$ cat src/rtl/bram_port_arbiter.sv
// -----------------------------------------------------------------------------
// bram_port_arbiter
// Arbitrates two request/response clients onto a true dual-port BRAM with a
// 1-cycle registered read. Client 0 owns port A and client 1 owns port B.
// Each client keeps up to two reads outstanding: one can be in flight and
// the rest sit in a 2-entry response FIFO. Two requests to the same address
// where at least one is a write are a conflict; a round-robin priority bit
// picks the winner and flips after each resolved conflict.
//
// Ports
//   CLK, RESET_N                 clock, async active-low reset
//   REQ_VALID_x/READY_x          client x request handshake (x = 0,1)
//   REQ_WE_x/ADDR_x/DATA_x       client x request payload
//   RESP_VALID_x/READY_x/DATA_x  client x read response handshake
//   ADDR_p/DI_p/WE_p             BRAM port p command (p = A,B)
//   DO_p                         BRAM port p registered read data
// -----------------------------------------------------------------------------
`timescale 1ns/1ps

module bram_port_arbiter #(
  parameter int unsigned ADDR_WIDTH = 1,
  parameter int unsigned DATA_WIDTH = 1
) (
  input  logic                  CLK,
  input  logic                  RESET_N,
  // client 0
  input  logic                  REQ_VALID_0,
  output logic                  REQ_READY_0,
  input  logic                  REQ_WE_0,
  input  logic [ADDR_WIDTH-1:0] REQ_ADDR_0,
  input  logic [DATA_WIDTH-1:0] REQ_DATA_0,
  output logic                  RESP_VALID_0,
  input  logic                  RESP_READY_0,
  output logic [DATA_WIDTH-1:0] RESP_DATA_0,
  // client 1
  input  logic                  REQ_VALID_1,
  output logic                  REQ_READY_1,
  input  logic                  REQ_WE_1,
  input  logic [ADDR_WIDTH-1:0] REQ_ADDR_1,
  input  logic [DATA_WIDTH-1:0] REQ_DATA_1,
  output logic                  RESP_VALID_1,
  input  logic                  RESP_READY_1,
  output logic [DATA_WIDTH-1:0] RESP_DATA_1,
  // BRAM port A
  output logic [ADDR_WIDTH-1:0] ADDR_A,
  output logic [DATA_WIDTH-1:0] DI_A,
  output logic                  WE_A,
  input  logic [DATA_WIDTH-1:0] DO_A,
  // BRAM port B
  output logic [ADDR_WIDTH-1:0] ADDR_B,
  output logic [DATA_WIDTH-1:0] DI_B,
  output logic                  WE_B,
  input  logic [DATA_WIDTH-1:0] DO_B
);

  localparam int unsigned NUM_CLIENTS = 2;
  localparam int unsigned CNT_W       = 2;

  // Per-client views of the flat ports, indexed by client number.
  logic [NUM_CLIENTS-1:0]                 w_valid;
  logic [NUM_CLIENTS-1:0]                 w_we;
  logic [NUM_CLIENTS-1:0]                 w_resp_ready;
  logic [NUM_CLIENTS-1:0][DATA_WIDTH-1:0] w_do;
  logic [NUM_CLIENTS-1:0]                 w_resp_valid;
  logic [NUM_CLIENTS-1:0][DATA_WIDTH-1:0] w_resp_data;

  logic [NUM_CLIENTS-1:0] w_room;
  logic [NUM_CLIENTS-1:0] w_grant;
  logic [NUM_CLIENTS-1:0] w_ready;
  logic [NUM_CLIENTS-1:0] w_accept;
  logic                   w_conflict;

  logic r_prio;
  logic w_prio_nxt;

  assign w_valid      = {REQ_VALID_1, REQ_VALID_0};
  assign w_we         = {REQ_WE_1, REQ_WE_0};
  assign w_resp_ready = {RESP_READY_1, RESP_READY_0};
  assign w_do         = {DO_B, DO_A};

  // Same-address access with at least one write must be serialised.
  assign w_conflict = REQ_VALID_0 & REQ_VALID_1 & (REQ_ADDR_0 == REQ_ADDR_1) &
                      (REQ_WE_0 | REQ_WE_1);

  // Grant and accept: loser of a conflict is held off, reset blocks everyone.
  always_comb begin
    w_grant = {NUM_CLIENTS{1'b1}};
    if (w_conflict) begin
      w_grant = r_prio ? 2'b10 : 2'b01;
    end
    w_ready  = w_grant & w_room & {NUM_CLIENTS{RESET_N}};
    w_accept = w_ready & w_valid;
  end

  // Priority next-state: flip only when the conflict winner actually went.
  always_comb begin
    w_prio_nxt = r_prio;
    if (w_conflict && w_accept[r_prio]) begin
      w_prio_nxt = ~r_prio;
    end
  end

  // Priority register.
  always_ff @(posedge CLK or negedge RESET_N) begin
    if (!RESET_N) begin
      r_prio <= 1'b0;
    end else begin
      r_prio <= w_prio_nxt;
    end
  end

  // Per-client in-flight flag and 2-entry response FIFO.
  for (genvar g = 0; g < NUM_CLIENTS; g++) begin : g_client
    logic                  r_inflight;
    logic [CNT_W-1:0]      r_count;
    logic                  r_wr_ptr;
    logic                  r_rd_ptr;
    logic [DATA_WIDTH-1:0] r_mem [2];
    logic                  w_push;
    logic                  w_pop;
    logic [CNT_W-1:0]      w_occ;

    assign w_push = r_inflight;
    assign w_pop  = (r_count != '0) & w_resp_ready[g];
    assign w_occ  = CNT_W'({1'b0, r_inflight}) + r_count;

    // Writes never wait; a read needs a free slot now or one freed by a pop.
    assign w_room[g] = w_we[g] | (w_occ < CNT_W'(2)) | w_pop;

    assign w_resp_valid[g] = (r_count != '0);
    assign w_resp_data[g]  = r_mem[r_rd_ptr];

    // Control state; reset drops reads in flight and empties the FIFO.
    always_ff @(posedge CLK or negedge RESET_N) begin
      if (!RESET_N) begin
        r_inflight <= 1'b0;
        r_count    <= '0;
        r_wr_ptr   <= 1'b0;
        r_rd_ptr   <= 1'b0;
      end else begin
        r_inflight <= w_accept[g] & ~w_we[g];
        r_count    <= CNT_W'(r_count + CNT_W'(w_push) - CNT_W'(w_pop));
        if (w_push) begin
          r_wr_ptr <= ~r_wr_ptr;
        end
        if (w_pop) begin
          r_rd_ptr <= ~r_rd_ptr;
        end
      end
    end

    // Storage captures BRAM read data the cycle after the read was issued.
    always_ff @(posedge CLK) begin
      if (w_push) begin
        r_mem[r_wr_ptr] <= w_do[g];
      end
    end
  end

  assign REQ_READY_0  = w_ready[0];
  assign REQ_READY_1  = w_ready[1];
  assign RESP_VALID_0 = w_resp_valid[0];
  assign RESP_VALID_1 = w_resp_valid[1];
  assign RESP_DATA_0  = w_resp_data[0];
  assign RESP_DATA_1  = w_resp_data[1];

  // BRAM commands follow the requests directly; write strobe only on accept.
  assign ADDR_A = REQ_ADDR_0;
  assign DI_A   = REQ_DATA_0;
  assign WE_A   = w_accept[0] & REQ_WE_0;
  assign ADDR_B = REQ_ADDR_1;
  assign DI_B   = REQ_DATA_1;
  assign WE_B   = w_accept[1] & REQ_WE_1;

endmodule

$ cat config.mk
export PLATFORM = sky130hd
export DESIGN_NAME = bram_port_arbiter
export DESIGN_NICKNAME = d
export VERILOG_FILES = /design/src/rtl/bram_port_arbiter.sv
export SDC_FILE = /design/constraint.sdc
export NUM_CORES = 1
export LEC_CHECK = 0
export CORE_ASPECT_RATIO = 1.25
export CORE_MARGIN = 3
export CORE_UTILIZATION = 47
export DETAILED_ROUTE_END_ITERATION = 7
export GPL_ROUTABILITY_DRIVEN = 0
export PLACE_DENSITY = 0.81
export SLEW_MARGIN = 20
export SYNTH_ARGS = -nofsm -noshare
export SYNTH_HDL_FRONTEND = slang
export SYNTH_SLANG_ARGS = --single-unit
$ cat constraint.sdc
create_clock -name CLK -period 2.9 [get_ports CLK]
set_clock_uncertainty 0.15 [all_clocks]
set_input_delay 0.58 -clock CLK [delete_from_list [all_inputs] [get_ports CLK]]
set_output_delay 0.58 -clock CLK [all_outputs]
set_load 0.005 [all_outputs]
==> Flow_metrics.wiki <==
{| class="wikitable"
! Metric !! Value
|-
| Vias || a little under 600
|-
| Detailed-route wire length per cell || between 10 and 15 um
|-
| Total length of routed wires || 1660 um
|-
| Worst-Skew Late Latency || between 0.2 and 0.3 ns
|-
| Count of fill cells added during filler insertion || 107
|-
| Pin count of the biggest net entering global routing || 14
|-
| Post-synthesis cell count || 65
|-
| Chip width || about 42 um
|-
| Total cell area at the placement stage || around 1000 sq um
|-
| Nets in the synthesized netlist || 83
|-
| Final worst path period need || 2.82 ns
|-
| Global-route wire length before repair || ~2800 um
|-
| Effective utilization at floorplan || 0.530
|-
| Syn Area/Cell || 11.9 sq um
|-
| Yosys warns || 0
|-
| DR iter-0 viols || 4
|-
| Relative slew margins || 0.821
|-
| Fraction of power consumed by sequential logic || 0.459
|-
| Ports placed on the boundary || 26
|-
| Number of pins with negative max-slew slack in the final report || 0
|-
| Fin. Hold Viols || 0
|-
| Number of storage elements in the synthesis netlist || 15
|-
| Port Buf Inserts || 21
|-
| Number of H-tree levels || 1
|-
| Status || completed
|-
| Total Routing Usage GR || 0.166
|-
| Net count of the finished layout || 116
|-
| Ant. Diodes || 0
|-
| Register area share after synthesis || 0.510
|-
| Average vias per placed instance || about 5.2
|-
| Critical path endpoint category || output pin
|-
| Area of all placed cells without fillers || 1120 sq um
|-
| Maximum fanout encountered on the critical timing path || 3
|-
| Ordered list of cells on the worst path || clkdlybuf4s50_1, or4b_4, o311ai_4, nor2_2, buf_4, dlygate4sd2_1
|-
| Data required time at the worst endpoint || approximately 2.2 ns
|-
| Routed Antenna Nets || 0
|-
| # setup viols final || 0
|-
| Arrival time of data at the critical path endpoint || 2.09 ns
|-
| Netlist area before placement || ~780 sq um
|-
| Cell Pwr Density || just under 700 nW/um^2
|-
| Most frequent standard cell in the layout excluding fill and tap cells || sky130_fd_sc_hd__clkdlybuf4s50_1
|-
| Setup repair after global routing missed its margin || no
|-
| Synth cell types || 27
|-
| Worst hold path type || flop to flop
|-
| GRT overflow || 0
|-
| Clk pwr share || 0.150
|-
| Via count of the first global-routing pass || approximately 650
|-
| Area enclosed by the die boundary || 2180 sq um
|-
| Max-cap check violation count || 0
|-
| CTS tree || built
|-
| Cell with the biggest individual delay on the critical path || sky130_fd_sc_hd__or4b_4
|-
| Core Box Area || ~1500 sq um
|-
| Worst slew pin tran || between 0.2 and 0.3 ns
|-
| Longest Clk Path Bufs || 2
|-
| Internal power consumption || approximately 0.53 mW
|-
| Most frequent cells in the layout || 16 x sky130_fd_sc_hd__clkdlybuf4s50_1, 11 x sky130_fd_sc_hd__dfrtp_1, 10 x sky130_fd_sc_hd__buf_4
|-
| CTS buffer count || 3
|-
| Comb power frac || 0.390
|-
| Synth-to-Final Area Change || 44.8%
|-
| Switching Share || 0.317
|-
| Worst slack after detailed placement || -0.232 ns
|-
| Overall power || 0.772 mW
|-
| Initial antenna violation count || 0
|-
| Startpoint type of the worst setup path || primary input
|-
| Portion of the clock cycle consumed by the worst path in the final layout || 0.972
|-
| Post-detailed-placement half-perimeter wirelength || ~1200 um
|-
| Fmax || between 300 and 400 MHz
|-
| Number of buffers added to fix hold violations after cts || 0
|-
| Maximum vdd ir drop || around 0.37 mV
|-
| Post-detailed-route DRC marker count || 0
|-
| Sw Pwr || around 0.24 mW
|-
| Layout cell share with drive strength beyond 1 || 0.268
|-
| Clock sinks || 15
|-
| Chip height || around 51 um
|-
| Total leakage power || 0.516 nW
|-
| Max stage delay on crit path || approximately 0.51 ns
|-
| Drt first pass iters || 4
|-
| Category of the critical setup timing path || primary input to output pin
|-
| Worst setup slack after layout || 0.0816 ns
|-
| Clock transition time at the flip-flop clock pins of the worst setup and hold paths || 0.09 ns
|-
| Buffer cell driving the clock tree root || sky130_fd_sc_hd__clkbuf_4
|-
| Std cell rows || 15
|}
[sequential cells by signal (all words and copies together) (netlist names)]
signal	flops
g_client.r_count	4
g_client.r_inflight	2
g_client.r_mem	4
g_client.r_rd_ptr	2
g_client.r_wr_ptr	2
r_prio	1
[worst max-delay path: cells and delay by family]
family	cells	cell delay, ns
simple gates	2	0.57
compound gates	1	0.11
buf+inv	3	0.82
[synthesized netlist by cell type]
master / instances / area (sq um)
sky130_fd_sc_hd__ha_1: 4 / 50.1
sky130_fd_sc_hd__o311ai_1: 1 / 8.76
sky130_fd_sc_hd__dfrtp_1: 11 / 275
sky130_fd_sc_hd__o21a_1: 1 / 7.51
sky130_fd_sc_hd__nand2b_1: 1 / 6.26
sky130_fd_sc_hd__o32a_1: 1 / 10.0
sky130_fd_sc_hd__nor4b_1: 1 / 8.76
sky130_fd_sc_hd__and3_1: 3 / 18.8
sky130_fd_sc_hd__a21bo_2: 1 / 10.0
sky130_fd_sc_hd__or4b_1: 1 / 10.0
sky130_fd_sc_hd__a41o_1: 1 / 10.0
sky130_fd_sc_hd__or2_2: 2 / 12.5
sky130_fd_sc_hd__nor2_1: 2 / 7.51
sky130_fd_sc_hd__and4_1: 1 / 8.76
sky130_fd_sc_hd__xnor2_1: 4 / 35.0
sky130_fd_sc_hd__buf_4: 4 / 30.0
sky130_fd_sc_hd__and2_1: 3 / 18.8
sky130_fd_sc_hd__mux2_2: 2 / 22.5
sky130_fd_sc_hd__nor2b_1: 2 / 12.5
sky130_fd_sc_hd__nand2_1: 2 / 7.51
sky130_fd_sc_hd__o211ai_1: 1 / 7.51
sky130_fd_sc_hd__inv_1: 4 / 15.0
sky130_fd_sc_hd__nor2_2: 1 / 6.26
sky130_fd_sc_hd__xor2_1: 5 / 43.8
sky130_fd_sc_hd__and2_2: 1 / 7.51
sky130_fd_sc_hd__edfxtp_1: 4 / 120
sky130_fd_sc_hd__nor3_1: 1 / 5.00
[cells by family (layout without fill, tap and decap cells)]
logic type | count (synthesis) | count (layout) | share of synthesized area
compound gates | 6 | 6 | 0.0694
buf+inv | 8 | 40 | 0.0581
xor+xnor | 9 | 9 | 0.102
mux | 2 | 2 | 0.0290
flops | 15 | 15 | 0.510
simple gates | 21 | 21 | 0.168
fa+ha+maj | 4 | 4 | 0.0645
[through the flow]
step           hold slack (ns)  setup TNS (ns)   util  cells
3_3_place_gp             0.316          -0.454  0.709    107
6_report                 0.337               0  0.768    114
5_1_grt                  0.352               0  0.768    114
3_5_place_dp             0.320          -0.526  0.709    107
2_1_floorplan            0.134               0      -     65
4_1_cts                  0.336               0  0.752    113
[layout make-up]
cell class                 count  area [sq um]  area share
tap                           17          21.3      0.0189
clock buffer                   4          26.3      0.0234
sequential                    15           395       0.352
timing repair buffer          32           290       0.258
inverter                       4          15.0      0.0134
multi-input combinational     42           375       0.334
[per-layer routing]
layer	vias to the layer above	share of wire	global-route usage
met5	-	0	0
met4	0	0.013	0.0466
met3	4	0.053	0.0423
met2	19	0.50	0.294
met1	280	0.43	0.195
li1	290	-	-
[timing repair]
action / in CTS / in global routing
resized for setup: 9 / 5
buffers inserted: 2 / 1
endpoints found under the setup margin: 4 / 3
cloned: 0 / 0
pin swaps: 4 / 2
[power groups by stage]
| stage | Sequential (mW) | Combinational (mW) | Clock (mW) |
|---|---|---|---|
| 2_1_floorplan | 0.335 | 0.177 | 0 |
| 3_3_place_gp | 0.345 | 0.279 | 0 |
| 3_5_place_dp | 0.349 | 0.291 | 0 |
| 4_1_cts | 0.350 | 0.300 | 0.118 |
| 5_1_grt | 0.366 | 0.342 | 0.133 |
| 6_report | 0.355 | 0.301 | 0.116 |
[worst paths after layout]
check                      slack (ns)                               end  cells past startpoint                        startpoint
setup / recovery                 0.08                       REQ_READY_1                      6                      RESP_READY_1
hold / removal                   0.34  g_client[1].r_rd_ptr$_DFFE_PN0N_                      1  g_client[1].r_rd_ptr$_DFFE_PN0N_
setup reg to reg                 1.09                r_prio$_DFFE_PN0P_                      5  g_client[1].r_inflight$_DFF_PN0_
hold reg to reg                  0.34  g_client[1].r_rd_ptr$_DFFE_PN0N_                      1  g_client[1].r_rd_ptr$_DFFE_PN0N_
max in group asynchronous        1.73  g_client[1].r_count[0]$_DFF_PN0_                      3                           RESET_N
min in group asynchronous        0.71                r_prio$_DFFE_PN0P_                      3                           RESET_N
No activity file was read; power rests on OpenSTA's default activity.
